$ cat src/rtl/regfile_rd_seq_pkg.sv
// Shared types for the regfile read sequencer: FSM state encodings and register-file sizing.
// Optional RF_SCOREBOARD_EN build adds a busy-vector stall on pending writes.
package regfile_rd_seq_pkg;

    localparam int REG_ADDR_W = 5;
    localparam int REG_DATA_W = 64;
    localparam int REG_NUM    = 32;

    typedef enum logic [1:0] {
        RdSeqIdle = 2'd0,
        RdSeqRd1  = 2'd1,
        RdSeqRd2  = 2'd2,
        RdSeqHold = 2'd3
    } rd_seq_state_t;

endpackage

$ cat src/rtl/regfile_rd_seq_if.sv
// Bundle of request, regfile-port, writeback-snoop and response signals for regfile_rd_seq.
// sb_set_i/sb_rd_i exist only when RF_SCOREBOARD_EN is defined.
interface regfile_rd_seq_if
    import regfile_rd_seq_pkg::*;
#(
    parameter int ADDR_W = REG_ADDR_W,
    parameter int DATA_W = REG_DATA_W
) ();

    logic              req_valid_i;
    logic              req_ready_o;
    logic [ADDR_W-1:0] req_rs1_i;
    logic [ADDR_W-1:0] req_rs2_i;
    logic              req_rs2_en_i;
    logic [ADDR_W-1:0] rf_raddr_o;
    logic [DATA_W-1:0] rf_rdata_i;
    logic              wb_we_i;
    logic [ADDR_W-1:0] wb_waddr_i;
    logic [DATA_W-1:0] wb_wdata_i;
    logic              rsp_valid_o;
    logic              rsp_ready_i;
    logic [DATA_W-1:0] rsp_op1_o;
    logic [DATA_W-1:0] rsp_op2_o;
    rd_seq_state_t     dbg_state_o;

    // Handshakes: a transfer happens on any edge where valid and ready are both high;
    // valid must not depend on ready, and payload is held stable while valid waits.
`ifdef RF_SCOREBOARD_EN
    logic              sb_set_i;
    logic [ADDR_W-1:0] sb_rd_i;

    modport master (
        output req_valid_i, req_rs1_i, req_rs2_i, req_rs2_en_i, rf_rdata_i,
        output wb_we_i, wb_waddr_i, wb_wdata_i, rsp_ready_i, sb_set_i, sb_rd_i,
        input  req_ready_o, rf_raddr_o, rsp_valid_o, rsp_op1_o, rsp_op2_o, dbg_state_o
    );
    modport slave (
        input  req_valid_i, req_rs1_i, req_rs2_i, req_rs2_en_i, rf_rdata_i,
        input  wb_we_i, wb_waddr_i, wb_wdata_i, rsp_ready_i, sb_set_i, sb_rd_i,
        output req_ready_o, rf_raddr_o, rsp_valid_o, rsp_op1_o, rsp_op2_o, dbg_state_o
    );
`else
    modport master (
        output req_valid_i, req_rs1_i, req_rs2_i, req_rs2_en_i, rf_rdata_i,
        output wb_we_i, wb_waddr_i, wb_wdata_i, rsp_ready_i,
        input  req_ready_o, rf_raddr_o, rsp_valid_o, rsp_op1_o, rsp_op2_o, dbg_state_o
    );
    modport slave (
        input  req_valid_i, req_rs1_i, req_rs2_i, req_rs2_en_i, rf_rdata_i,
        input  wb_we_i, wb_waddr_i, wb_wdata_i, rsp_ready_i,
        output req_ready_o, rf_raddr_o, rsp_valid_o, rsp_op1_o, rsp_op2_o, dbg_state_o
    );
`endif

endinterface

$ cat src/rtl/regfile_rd_seq_sb.sv
// rf_scoreboard: busy bit per register, set on issue and cleared on writeback.
// Instantiated by regfile_rd_seq only under RF_SCOREBOARD_EN.
module rf_scoreboard
    import regfile_rd_seq_pkg::*;
#(
    parameter int ADDR_W = REG_ADDR_W
) (
    input  logic              clk,
    input  logic              rst,
    input  logic              i_set,
    input  logic [ADDR_W-1:0] i_set_addr,
    input  logic              i_clr,
    input  logic [ADDR_W-1:0] i_clr_addr,
    input  logic [ADDR_W-1:0] i_lookup_addr,
    output logic              o_busy
);

    localparam int NUM = 1 << ADDR_W;

    logic [NUM-1:0] r_busy;
    logic [NUM-1:0] w_busy_nxt;

    // Set is applied after clear so a simultaneous set/clear of one register stays busy.
    always_comb begin
        w_busy_nxt = r_busy;
        if (i_clr) w_busy_nxt[i_clr_addr] = 1'b0;
        if (i_set) w_busy_nxt[i_set_addr] = 1'b1;
        w_busy_nxt[0] = 1'b0;
    end

    always_ff @(posedge clk) begin
        if (!rst) r_busy <= '0;
        else      r_busy <= w_busy_nxt;
    end

    // A write landing this cycle reaches the reader through regfile write-through.
    assign o_busy = r_busy[i_lookup_addr] && !(i_clr && (i_clr_addr == i_lookup_addr));

endmodule

$ cat src/rtl/regfile_rd_seq.sv
// Operand-fetch sequencer sharing one regfile read port across rs1/rs2, with writeback snooping.
// Define RF_SCOREBOARD_EN to stall reads of registers that still have a pending write.
module regfile_rd_seq
    import regfile_rd_seq_pkg::*;
#(
    parameter int ADDR_W = REG_ADDR_W,
    parameter int DATA_W = REG_DATA_W
) (
    input  logic             clk,
    input  logic             rst,
    regfile_rd_seq_if.slave  bus
);

    rd_seq_state_t     r_state, w_state_nxt;
    logic [ADDR_W-1:0] r_rs1, r_rs2;
    logic              r_rs2_en;
    logic [DATA_W-1:0] r_op1, r_op2;
    logic              w_req_ready, w_rsp_valid, w_stall;
    logic [ADDR_W-1:0] w_raddr;
    logic              w_snoop1, w_snoop2;

    assign w_raddr = (r_state == RdSeqRd1) ? r_rs1 :
                     (r_state == RdSeqRd2) ? r_rs2 : '0;

`ifdef RF_SCOREBOARD_EN
    logic w_busy;

    rf_scoreboard #(.ADDR_W(ADDR_W)) u_sb (
        .clk           (clk),
        .rst           (rst),
        .i_set         (bus.sb_set_i && (bus.sb_rd_i != '0)),
        .i_set_addr    (bus.sb_rd_i),
        .i_clr         (bus.wb_we_i),
        .i_clr_addr    (bus.wb_waddr_i),
        .i_lookup_addr (w_raddr),
        .o_busy        (w_busy)
    );

    assign w_stall = w_busy && ((r_state == RdSeqRd1) || (r_state == RdSeqRd2));
`else
    assign w_stall = 1'b0;
`endif

    always_comb begin
        w_state_nxt = r_state;
        w_req_ready = 1'b0;
        w_rsp_valid = 1'b0;
        case (r_state)
            RdSeqIdle: begin
                w_req_ready = 1'b1;
                if (bus.req_valid_i) w_state_nxt = RdSeqRd1;
            end
            RdSeqRd1: begin
                if (!w_stall) w_state_nxt = r_rs2_en ? RdSeqRd2 : RdSeqHold;
            end
            RdSeqRd2: begin
                if (!w_stall) w_state_nxt = RdSeqHold;
            end
            RdSeqHold: begin
                w_rsp_valid = 1'b1;
                w_req_ready = bus.rsp_ready_i;
                if (bus.rsp_ready_i) w_state_nxt = bus.req_valid_i ? RdSeqRd1 : RdSeqIdle;
            end
            default: w_state_nxt = RdSeqIdle;
        endcase
    end

    always_ff @(posedge clk) begin
        if (!rst) r_state <= RdSeqIdle;
        else      r_state <= w_state_nxt;
    end

    // x0 is never snooped: the regfile keeps it at zero regardless of writes.
    assign w_snoop1 = bus.wb_we_i && (bus.wb_waddr_i != '0) && (bus.wb_waddr_i == r_rs1);
    assign w_snoop2 = bus.wb_we_i && (bus.wb_waddr_i != '0) && (bus.wb_waddr_i == r_rs2) && r_rs2_en;

    always_ff @(posedge clk) begin
        if (!rst) begin
            r_rs1    <= '0;
            r_rs2    <= '0;
            r_rs2_en <= 1'b0;
            r_op1    <= '0;
            r_op2    <= '0;
        end else begin
            if (w_req_ready && bus.req_valid_i) begin
                r_rs1    <= bus.req_rs1_i;
                r_rs2    <= bus.req_rs2_i;
                r_rs2_en <= bus.req_rs2_en_i;
            end
            case (r_state)
                RdSeqRd1: begin
                    if (!w_stall) begin
                        r_op1 <= bus.rf_rdata_i;
                        if (!r_rs2_en) r_op2 <= '0;
                    end
                end
                RdSeqRd2: begin
                    if (w_snoop1) r_op1 <= bus.wb_wdata_i;
                    if (!w_stall) r_op2 <= bus.rf_rdata_i;
                end
                RdSeqHold: begin
                    if (w_snoop1) r_op1 <= bus.wb_wdata_i;
                    if (w_snoop2) r_op2 <= bus.wb_wdata_i;
                end
                default: ;
            endcase
        end
    end

    assign bus.req_ready_o = w_req_ready;
    assign bus.rsp_valid_o = w_rsp_valid;
    assign bus.rf_raddr_o  = w_raddr;
    assign bus.rsp_op1_o   = r_op1;
    assign bus.rsp_op2_o   = r_op2;
    assign bus.dbg_state_o = r_state;

endmodule

$ cat src/flat_wrapper.sv
// flat-port wrapper written by rule: the top's interface ports become plain ports
module regfile_rd_seq_flat import regfile_rd_seq_pkg::*;
#(
    parameter int ADDR_W = REG_ADDR_W,
    parameter int DATA_W = REG_DATA_W
)
  (clk, rst, bus_req_valid_i, bus_req_rs1_i, bus_req_rs2_i, bus_req_rs2_en_i, bus_rf_rdata_i, bus_wb_we_i, bus_wb_waddr_i, bus_wb_wdata_i, bus_rsp_ready_i, bus_req_ready_o, bus_rf_raddr_o, bus_rsp_valid_o, bus_rsp_op1_o, bus_rsp_op2_o, bus_dbg_state_o);
  regfile_rd_seq_if #(.ADDR_W(ADDR_W), .DATA_W(DATA_W)) bus_i ();
  input  logic clk;
  input  logic rst;
  input wire logic [$bits(bus_i.req_valid_i)-1:0] bus_req_valid_i;
  input wire logic [$bits(bus_i.req_rs1_i)-1:0] bus_req_rs1_i;
  input wire logic [$bits(bus_i.req_rs2_i)-1:0] bus_req_rs2_i;
  input wire logic [$bits(bus_i.req_rs2_en_i)-1:0] bus_req_rs2_en_i;
  input wire logic [$bits(bus_i.rf_rdata_i)-1:0] bus_rf_rdata_i;
  input wire logic [$bits(bus_i.wb_we_i)-1:0] bus_wb_we_i;
  input wire logic [$bits(bus_i.wb_waddr_i)-1:0] bus_wb_waddr_i;
  input wire logic [$bits(bus_i.wb_wdata_i)-1:0] bus_wb_wdata_i;
  input wire logic [$bits(bus_i.rsp_ready_i)-1:0] bus_rsp_ready_i;
  output wire logic [$bits(bus_i.req_ready_o)-1:0] bus_req_ready_o;
  output wire logic [$bits(bus_i.rf_raddr_o)-1:0] bus_rf_raddr_o;
  output wire logic [$bits(bus_i.rsp_valid_o)-1:0] bus_rsp_valid_o;
  output wire logic [$bits(bus_i.rsp_op1_o)-1:0] bus_rsp_op1_o;
  output wire logic [$bits(bus_i.rsp_op2_o)-1:0] bus_rsp_op2_o;
  output wire logic [$bits(bus_i.dbg_state_o)-1:0] bus_dbg_state_o;
  assign bus_i.req_valid_i = bus_req_valid_i;
  assign bus_i.req_rs1_i = bus_req_rs1_i;
  assign bus_i.req_rs2_i = bus_req_rs2_i;
  assign bus_i.req_rs2_en_i = bus_req_rs2_en_i;
  assign bus_i.rf_rdata_i = bus_rf_rdata_i;
  assign bus_i.wb_we_i = bus_wb_we_i;
  assign bus_i.wb_waddr_i = bus_wb_waddr_i;
  assign bus_i.wb_wdata_i = bus_wb_wdata_i;
  assign bus_i.rsp_ready_i = bus_rsp_ready_i;
  assign bus_req_ready_o = bus_i.req_ready_o;
  assign bus_rf_raddr_o = bus_i.rf_raddr_o;
  assign bus_rsp_valid_o = bus_i.rsp_valid_o;
  assign bus_rsp_op1_o = bus_i.rsp_op1_o;
  assign bus_rsp_op2_o = bus_i.rsp_op2_o;
  assign bus_dbg_state_o = bus_i.dbg_state_o;
  regfile_rd_seq #(.ADDR_W(ADDR_W), .DATA_W(DATA_W)) u_core (.clk(clk), .rst(rst), .bus(bus_i));
endmodule
$ cat config.mk
export PLATFORM = sky130hd
export DESIGN_NAME = regfile_rd_seq_flat
export DESIGN_NICKNAME = d
export VERILOG_FILES = /design/src/rtl/regfile_rd_seq_pkg.sv /design/src/rtl/regfile_rd_seq_if.sv /design/src/rtl/regfile_rd_seq_sb.sv /design/src/rtl/regfile_rd_seq.sv /design/src/flat_wrapper.sv
export SDC_FILE = /design/constraint.sdc
export NUM_CORES = 1
export LEC_CHECK = 0
export CORE_MARGIN = 3
export CORE_UTILIZATION = 60
export CTS_CLUSTER_DIAMETER = 150
export DETAILED_ROUTE_END_ITERATION = 16
export DONT_BUFFER_PORTS = 1
export PLACE_DENSITY_LB_ADDON = 0.12
export SYNTH_ARGS = -nofsm -noshare
export SYNTH_HDL_FRONTEND = slang
export SYNTH_SLANG_ARGS = --single-unit
export TNS_END_PERCENT = 5
$ cat constraint.sdc
create_clock -name clk -period 2.4 [get_ports clk]
set_input_delay 0.24 -clock clk [delete_from_list [all_inputs] [get_ports clk]]
set_output_delay 0.24 -clock clk [all_outputs]
set_load 0.05 [all_outputs]
==> run_summary.xml, run 1 <==
<?xml version="1.0" encoding="UTF-8"?>
<metrics>
  <group name="synthesis">
    <metric name="netlist.top_cell.by_area" unit="">sky130_fd_sc_hd__dfxtp_1</metric>
    <metric name="synth-compound-area-share" unit="">0.2016</metric>
    <metric name="yosys.area_share.xor_xnor" unit="">0.01036</metric>
    <metric name="syn_nets" unit="">1136</metric>
    <metric name="synth_area" unit="um^2">8454</metric>
    <metric name="synth_top_area_share" unit="">0.3339</metric>
    <metric name="synth-adder-area-share" unit="">0.005920</metric>
    <metric name="synth_simple_gate_area_frac" unit="">0.1908</metric>
    <metric name="synth-edff-count" unit="">0</metric>
    <metric name="async_flop_share" unit="">0</metric>
    <metric name="synth-seq-area-share" unit="">0.3339</metric>
    <metric name="main_combinational_cell_family_by_area_after_synthesis" unit="">compound AO/OA/AOI/OAI gates</metric>
    <metric name="synth.lib_cells_used.distinct" unit="">35</metric>
    <metric name="synth_cells" unit="">983</metric>
    <metric name="post_synth.cell_area_avg" unit="um^2">8.601</metric>
    <metric name="yosys_register_bits" unit="">141</metric>
    <metric name="yosys_warnings" unit="">0</metric>
    <metric name="yosys-top-cells-area" unit="">sky130_fd_sc_hd__dfxtp_1, sky130_fd_sc_hd__mux2i_1, sky130_fd_sc_hd__mux2_2, sky130_fd_sc_hd__a32oi_1, sky130_fd_sc_hd__o2111ai_1</metric>
    <metric name="postSynth.topFlopCell" unit="">sky130_fd_sc_hd__dfxtp_1</metric>
    <metric name="synthTopCellsByCount" unit="">sky130_fd_sc_hd__dfxtp_1, sky130_fd_sc_hd__nand2_1, sky130_fd_sc_hd__clkbuf_1</metric>
    <metric name="yosys-mux-area-fraction" unit="">0.1752</metric>
  </group>
  <group name="clock_network">
    <metric name="cts-htree-levels" unit="">4</metric>
    <metric name="cts_made_buffers" unit="">17</metric>
    <metric name="clkTransAtPathRegs" unit="ns">0.06</metric>
    <metric name="clk_latency" unit="ns">0.43</metric>
    <metric name="tritoncts_num_sinks" unit="">141</metric>
    <metric name="post-cts-setup-buffer-count" unit="">0</metric>
    <metric name="ctsLongestPathBuffers" unit="">2</metric>
    <metric name="clock-root-buffer" unit="">sky130_fd_sc_hd__clkbuf_16</metric>
    <metric name="tritoncts" unit="">done</metric>
  </group>
  <group name="pwr">
    <metric name="net-switching-power" unit="mW">6.246</metric>
    <metric name="p_int" unit="mW">6.535</metric>
    <metric name="ir_drop" unit="mV">0.8290</metric>
    <metric name="clock_power_share" unit="">0.217</metric>
    <metric name="p_seq_frac" unit="">0.408</metric>
    <metric name="switching_share" unit="">0.4887</metric>
    <metric name="power.density" unit="nW/um^2">1392</metric>
    <metric name="leakagePower" unit="nW">3.520</metric>
    <metric name="pwr-share-comb" unit="">0.375</metric>
  </group>
  <group name="global_routing">
    <metric name="grt_first_pass_wirelength" unit="mm">40.23</metric>
    <metric name="globalRouteOverflowTotal" unit="">0</metric>
    <metric name="grt_max_degree" unit="">231</metric>
    <metric name="grt_antenna_before_repair" unit="">0</metric>
    <metric name="grtUsageTotal" unit="">0.3108</metric>
    <metric name="first_global_vias" unit="">7683</metric>
  </group>
  <group name="placed_design">
    <metric name="place.detailed.instances" unit="">1061</metric>
    <metric name="port-buffer-count" unit="">0</metric>
    <metric name="place.detailed.hpwl" unit="mm">14.98</metric>
    <metric name="pre_cts_ws" unit="ns">0.06664</metric>
    <metric name="dpl-instance-area" unit="um^2">8347</metric>
    <metric name="gp_congestion" unit="">0.7897</metric>
  </group>
  <group name="setup_path">
    <metric name="endpoint_kind" unit="">output pin</metric>
    <metric name="r2r-start" unit="">u_core.r_rs2[4]$_SDFFE_PN0P_</metric>
    <metric name="timing.critical_path.from" unit="">u_core.bus.dbg_state_o[0]$_SDFFE_PN0P_</metric>
    <metric name="worst_ep_arrival_time" unit="ns">1.98</metric>
    <metric name="critical_path.max_fanout" unit="">70</metric>
    <metric name="timing.critical_path.required" unit="ns">2.16</metric>
    <metric name="setup.worst_path.start_class" unit="">flop</metric>
    <metric name="critical_path_class" unit="">flop to output pin</metric>
  </group>
  <group name="drt">
    <metric name="avgRoutedWirePerCell" unit="um">23.17</metric>
    <metric name="routed_via_density" unit="">7.148</metric>
    <metric name="drt-initial-drc-count" unit="">1058</metric>
    <metric name="routed_wirelength" unit="mm">25.77</metric>
    <metric name="count_of_antenna_violating_nets_left_after_detailed_routing" unit="">0</metric>
    <metric name="drt_pre_antenna_iters" unit="">6</metric>
    <metric name="drc" unit="">0</metric>
    <metric name="vias" unit="">7949</metric>
  </group>
  <group name="sta">
    <metric name="rsz0062_at_grt" unit="">no</metric>
    <metric name="final.setup.worst_slack" unit="ns">0.1790</metric>
    <metric name="finalHoldViolCount" unit="">0</metric>
    <metric name="fmaxAchievable" unit="GHz">0.4502</metric>
    <metric name="totalNegativeSetupSlack" unit="ns">0</metric>
    <metric name="timing.final.crit_period" unit="ns">2.221</metric>
    <metric name="slew_headroom" unit="">0.3070</metric>
    <metric name="report.final.slew_viol_count" unit="">0</metric>
    <metric name="final.period_utilization" unit="">0.9254</metric>
    <metric name="actual_slew_at_the_worst_max_slew_pin" unit="ns">1.037</metric>
    <metric name="setup_viol" unit="">0</metric>
    <metric name="worst_clock_skew" unit="ns">0.01086</metric>
  </group>
  <group name="run">
    <metric name="drv.max_cap_violation_count" unit="">0</metric>
  </group>
  <group name="hold_path">
    <metric name="hold_path.startpoint" unit="">rst</metric>
    <metric name="worst_hold_path_type" unit="">input port to flop</metric>
  </group>
  <group name="finish">
    <metric name="area.growth.synth_to_final" unit="%">8.599</metric>
    <metric name="postLayoutCellArea" unit="um^2">9181</metric>
    <metric name="antenna-diode-count" unit="">0</metric>
    <metric name="layoutNonFillerInstCount" unit="">1112</metric>
    <metric name="final_nets" unit="">1076</metric>
    <metric name="fraction_of_layout_cells_with_a_size_suffix_above_1" unit="">0.1410</metric>
  </group>
  <group name="die">
    <metric name="core_region_area" unit="um^2">13510</metric>
    <metric name="rows" unit="">42</metric>
    <metric name="die_height" unit="um">124.7</metric>
    <metric name="die-area" unit="um^2">15550</metric>
    <metric name="ioPinCount" unit="">286</metric>
    <metric name="die_w" unit="um">124.7</metric>
    <metric name="start_util" unit="">0.6260</metric>
  </group>
  <group name="run_status">
    <metric name="run_status" unit="">finished, final reports clean</metric>
  </group>
</metrics>
power groups by stage:
stage / Clock, mW / Combinational, mW / Sequential [mW]
2_1_floorplan: 0 / 3.90 / 5.13
3_3_place_gp: 0 / 4.39 / 5.24
3_5_place_dp: 0 / 4.58 / 5.26
4_1_cts: 2.78 / 4.64 / 5.21
5_1_grt: 2.88 / 5.17 / 5.28
6_report: 2.77 / 4.80 / 5.22
flip-flops by register name, indices dropped and copies added (netlist names):
name,flops
u_core.bus.dbg_state_o,2
u_core.bus.rsp_op1_o,64
u_core.bus.rsp_op2_o,64
u_core.r_rs1,5
u_core.r_rs2,5
u_core.r_rs2_en,1
routing by layer:
layer / vias up / global-route usage / part of all wire
met5: - / 0 / 0
met4: 0 / 0.1244 / 0.028
met3: 49 / 0.1136 / 0.10
met2: 412 / 0.5140 / 0.49
met1: 3840 / 0.3654 / 0.38
li1: 3648 / - / -
worst max-delay path, stage by stage (launching register included):
cell	delay, ns
sky130_fd_sc_hd__dfxtp_1	0.37
sky130_fd_sc_hd__inv_1	0.13
sky130_fd_sc_hd__ha_2	0.25
sky130_fd_sc_hd__buf_12	0.30
sky130_fd_sc_hd__nand2_1	0.11
sky130_fd_sc_hd__o21ai_1	0.15
sky130_fd_sc_hd__buf_4	0.22
what timing repair did:
action	in CTS	in global routing
setup endpoints to repair	0	64
resized for setup	0	2
hold buffers	17	1
endpoints found under the hold margin	38	1
final timing paths:
kind                                                              end  slack [ns]  depth (start not counted)
worst max register to register  u_core.bus.rsp_op2_o[55]$_SDFFE_PN0P_        0.19                          5
worst min register to register           u_core.r_rs1[2]$_SDFFE_PN0P_        0.55                          2
worst min-delay path            u_core.bus.rsp_op2_o[46]$_SDFFE_PN0P_        0.02                          2
worst max-delay path                                bus_rf_raddr_o[4]        0.18                          6
placed cells by master, fill, tap and decap left out, types with 3 or more instances in the layout:
cell type,netlist,final
sky130_fd_sc_hd__nand2_1,141,141
sky130_fd_sc_hd__dfxtp_1,141,141
sky130_fd_sc_hd__nor2_1,78,77
sky130_fd_sc_hd__mux2i_1,76,76
sky130_fd_sc_hd__nand3_1,66,66
sky130_fd_sc_hd__a22oi_1,64,64
sky130_fd_sc_hd__nand4_1,64,64
sky130_fd_sc_hd__o2111ai_1,64,64
sky130_fd_sc_hd__a32oi_1,64,64
sky130_fd_sc_hd__mux2_2,64,64
sky130_fd_sc_hd__clkbuf_16,0,17
sky130_fd_sc_hd__dlygate4sd3_1,0,16
sky130_fd_sc_hd__buf_4,0,13
sky130_fd_sc_hd__buf_12,6,11
sky130_fd_sc_hd__xnor2_1,7,7
sky130_fd_sc_hd__inv_1,6,6
sky130_fd_sc_hd__clkbuf_8,0,5
sky130_fd_sc_hd__clkbuf_1,87,5
sky130_fd_sc_hd__o21ai_1,1,3
sky130_fd_sc_hd__o21ai_2,0,3
sky130_fd_sc_hd__xor2_1,3,3
sky130_fd_sc_hd__bufinv_16,0,3
area by class of cell:
| cell class | instances | area, um^2 |
|---|---|---|
| tap | 176 | 220.2 |
| sequential | 141 | 2823 |
| timing repair buffer | 41 | 489.2 |
| clock inverter | 5 | 102.6 |
| multi-input combinational | 716 | 5011 |
| clock buffer | 27 | 513.0 |
| inverter | 6 | 22.52 |
| fill | 1086 | 4324 |
per-stage QoR:
step,hold WS [ns],power (mW),util
2_1_floorplan,0.3872,9.033,-
3_3_place_gp,0.3898,9.627,0.6180
3_5_place_dp,0.3957,9.832,0.6180
4_1_cts,0.0004634,12.63,0.6777
5_1_grt,0.01409,13.32,0.6798
6_report,0.01643,12.78,0.6798
cell families after synthesis:
family	after synthesis
adder cells (fa/ha/maj)	4
AND/OR/NAND/NOR	355
buffers and inverters	127
flip-flops	141
multiplexers	140
AO/OA/AOI/OAI	206
XOR/XNOR	10
No activity file was read; power rests on OpenSTA's default activity.
==> run 2, diff against run 1 <==
CTS_CLUSTER_SIZE = 30   (was default)
HOLD_SLACK_MARGIN = 0.02   (was default)
==> run 2 against run 1 <==
  * Worst hold slack better by 0.030 ns
  * Clock-buffer cell count stayed put
  * Critical path depth increased by 2
  * Non-clock buffer count is 31 higher
  * Clock skew hardly changed
==> run_summary.xml, run 2 (synthesis gave the netlist of run 1 again) <==
<?xml version="1.0" encoding="UTF-8"?>
<metrics>
  <group name="placed_design">
    <metric name="pre_cts_ws" unit="ns">0.06664</metric>
    <metric name="place.detailed.hpwl" unit="mm">14.98</metric>
    <metric name="port-buffer-count" unit="">0</metric>
    <metric name="dpl-instance-area" unit="um^2">8347</metric>
    <metric name="gp_congestion" unit="">0.7897</metric>
  </group>
  <group name="setup_path">
    <metric name="worst_path_depth" unit="">8</metric>
    <metric name="worstReg2RegEnd" unit="">u_core.bus.rsp_op1_o[34]$_SDFFE_PN0P_</metric>
    <metric name="timing.critical_path.required" unit="ns">2.71</metric>
    <metric name="worst_ep_arrival_time" unit="ns">2.58</metric>
    <metric name="setup.worst_path.start_class" unit="">flop</metric>
    <metric name="timing.critical_path.from" unit="">u_core.bus.dbg_state_o[0]$_SDFFE_PN0P_</metric>
    <metric name="path_depth_of_the_worst_reg2reg_path" unit="">8</metric>
    <metric name="r2r-start" unit="">u_core.bus.dbg_state_o[0]$_SDFFE_PN0P_</metric>
    <metric name="critical_path.n_buffers_inverters" unit="">3</metric>
    <metric name="critical_path_class" unit="">flop to flop</metric>
    <metric name="crit_family" unit="">buffers and inverters</metric>
    <metric name="cp_cell_sequence" unit="">inv_1, ha_2, nor2_4, buf_12, mux2_2, nand2_1, dlygate4sd3_1, mux2i_1</metric>
    <metric name="crit_path_max_incr_delay" unit="ns">0.59</metric>
    <metric name="timing.reg2reg.setup_slack" unit="ns">0.13</metric>
    <metric name="timing.critical_path.slowest_stage_cell" unit="">sky130_fd_sc_hd__dlygate4sd3_1</metric>
    <metric name="critical_path.max_fanout" unit="">18</metric>
    <metric name="endpoint_kind" unit="">flop</metric>
  </group>
  <group name="hold_path">
    <metric name="terminating_pin_of_the_worst_hold_path" unit="">u_core.bus.rsp_op2_o[55]$_SDFFE_PN0P_</metric>
    <metric name="worst_hold_path_type" unit="">input port to flop</metric>
    <metric name="worst_hold_path.num_cells" unit="">2</metric>
    <metric name="hold_path.startpoint" unit="">rst</metric>
  </group>
  <group name="finish">
    <metric name="postLayoutCellArea" unit="um^2">9545</metric>
    <metric name="final_nets" unit="">1107</metric>
    <metric name="final_core_utilization" unit="">0.7068</metric>
    <metric name="antenna-diode-count" unit="">0</metric>
    <metric name="layout_common_cells" unit="">sky130_fd_sc_hd__nand2_1, sky130_fd_sc_hd__dfxtp_1, sky130_fd_sc_hd__nor2_1</metric>
    <metric name="area.growth.synth_to_final" unit="%">12.91</metric>
    <metric name="fraction_of_layout_cells_with_a_size_suffix_above_1" unit="">0.1406</metric>
    <metric name="final_common_cell" unit="">sky130_fd_sc_hd__nand2_1</metric>
  </group>
  <group name="sta">
    <metric name="finalHoldViolCount" unit="">0</metric>
    <metric name="worst_clock_skew" unit="ns">0.01062</metric>
    <metric name="final.period_utilization" unit="">0.9446</metric>
    <metric name="final.setup.worst_slack" unit="ns">0.1330</metric>
    <metric name="fmaxAchievable" unit="GHz">0.4411</metric>
    <metric name="setup_viol" unit="">0</metric>
    <metric name="rsz0062_at_grt" unit="">no</metric>
    <metric name="report.final.slew_viol_count" unit="">0</metric>
    <metric name="totalNegativeSetupSlack" unit="ns">0</metric>
    <metric name="actual_slew_at_the_worst_max_slew_pin" unit="ns">1.083</metric>
    <metric name="slew_headroom" unit="">0.2761</metric>
    <metric name="timing.final.crit_period" unit="ns">2.267</metric>
  </group>
  <group name="die">
    <metric name="die_height" unit="um">124.7</metric>
    <metric name="rows" unit="">42</metric>
    <metric name="ioPinCount" unit="">286</metric>
    <metric name="die_w" unit="um">124.7</metric>
    <metric name="die-area" unit="um^2">15550</metric>
    <metric name="start_util" unit="">0.6260</metric>
    <metric name="core_region_area" unit="um^2">13510</metric>
  </group>
  <group name="clock_network">
    <metric name="tritoncts_num_sinks" unit="">141</metric>
    <metric name="ctsLongestPathBuffers" unit="">2</metric>
    <metric name="clock-root-buffer" unit="">sky130_fd_sc_hd__clkbuf_16</metric>
    <metric name="tritoncts" unit="">done</metric>
    <metric name="clk_latency" unit="ns">0.42</metric>
    <metric name="cts-htree-levels" unit="">4</metric>
    <metric name="cts_made_buffers" unit="">17</metric>
    <metric name="post-cts-setup-buffer-count" unit="">0</metric>
    <metric name="clkTransAtPathRegs" unit="ns">0.06</metric>
  </group>
  <group name="drt">
    <metric name="routed_wirelength" unit="mm">27.65</metric>
    <metric name="drt_pre_antenna_iters" unit="">5</metric>
    <metric name="routed_via_density" unit="">7.290</metric>
    <metric name="vias" unit="">8332</metric>
    <metric name="drt-initial-drc-count" unit="">967</metric>
    <metric name="drc" unit="">0</metric>
    <metric name="count_of_antenna_violating_nets_left_after_detailed_routing" unit="">0</metric>
    <metric name="avgRoutedWirePerCell" unit="um">24.19</metric>
  </group>
  <group name="run">
    <metric name="drv.max_cap_violation_count" unit="">0</metric>
  </group>
  <group name="global_routing">
    <metric name="globalRouteOverflowTotal" unit="">0</metric>
    <metric name="grtUsageTotal" unit="">0.3318</metric>
    <metric name="first_global_vias" unit="">8145</metric>
    <metric name="grt_antenna_before_repair" unit="">0</metric>
    <metric name="grt_first_pass_wirelength" unit="mm">43.02</metric>
    <metric name="grt_max_degree" unit="">129</metric>
  </group>
  <group name="pwr">
    <metric name="total_power_after_layout" unit="mW">13.13</metric>
    <metric name="power.density" unit="nW/um^2">1376</metric>
    <metric name="ir_drop" unit="mV">0.8508</metric>
    <metric name="leakagePower" unit="nW">3.643</metric>
  </group>
  <group name="run_status">
    <metric name="run_status" unit="">finished, final reports clean</metric>
  </group>
</metrics>
-- run 2: changes by cell type in the layout (fill, tap and decap cells not counted), sizes merged --
cell,change
dlygate4sd3,+28
buf,+2
clkbuf,+1
-- run 2: power breakdown --
part           internal (mW)  switching (mW)  total [mW]
combinational           2.02            3.13        5.15
sequential              2.93            2.30        5.23
clock                   1.77           0.982        2.76
-- run 2: area by class of cell --
class | instances | area (um^2)
Timing Repair Buffer | 72 | 849.6
Multi-Input combinational cell | 716 | 5011
Sequential cell | 141 | 2826
Clock inverter | 5 | 102.6
Fill cell | 1019 | 3960
Clock buffer | 27 | 513.0
Tap cell | 176 | 220.2
Inverter | 6 | 22.52
-- run 2: stage by stage --
stage	hold slack, ns	instances
after floorplan	0.3872	983
after global placement	0.3898	1061
after detailed placement	0.3957	1061
after CTS	0.02125	1141
after global routing	0.03103	1143
final	0.04596	1143
-- run 2: repair_timing --
action / in CTS / in global routing
gates resized for setup: 0 / 4
hold buffers: 48 / 0
endpoints found under the setup margin: 0 / 93
endpoints found under the hold margin: 117 / 0
-- run 2: how the worst max path moves through the flow --
stage	to	slack, ns
3_5_place_dp	u_core.bus.rsp_op2_o[28]$_SDFFE_PN0P_	0.07
6_report	u_core.bus.rsp_op1_o[34]$_SDFFE_PN0P_	0.13
4_1_cts	u_core.bus.rsp_op1_o[37]$_SDFFE_PN0P_	0.05
2_1_floorplan	bus_rf_raddr_o[3]	-0.08
5_1_grt	u_core.bus.rsp_op1_o[34]$_SDFFE_PN0P_	0.05
3_3_place_gp	u_core.bus.rsp_op2_o[25]$_SDFFE_PN0P_	0.26
-- run 2: per-layer routing --
layer | part of all wire | wire (um) | GRT usage
met2 | 0.49 | 13630 | 0.5483
met5 | 0 | 0 | 0
met4 | 0.029 | 813 | 0.1341
met3 | 0.10 | 2886 | 0.1098
met1 | 0.37 | 10310 | 0.3972
-- run 2: worst register-to-register path, cell delays in order, from the launching register on --
cell,delay [ns]
sky130_fd_sc_hd__dfxtp_4,0.38
sky130_fd_sc_hd__inv_1,0.08
sky130_fd_sc_hd__ha_2,0.23
sky130_fd_sc_hd__nor2_4,0.16
sky130_fd_sc_hd__buf_12,0.21
sky130_fd_sc_hd__mux2_2,0.36
sky130_fd_sc_hd__nand2_1,0.09
sky130_fd_sc_hd__dlygate4sd3_1,0.59
sky130_fd_sc_hd__mux2i_1,0.07
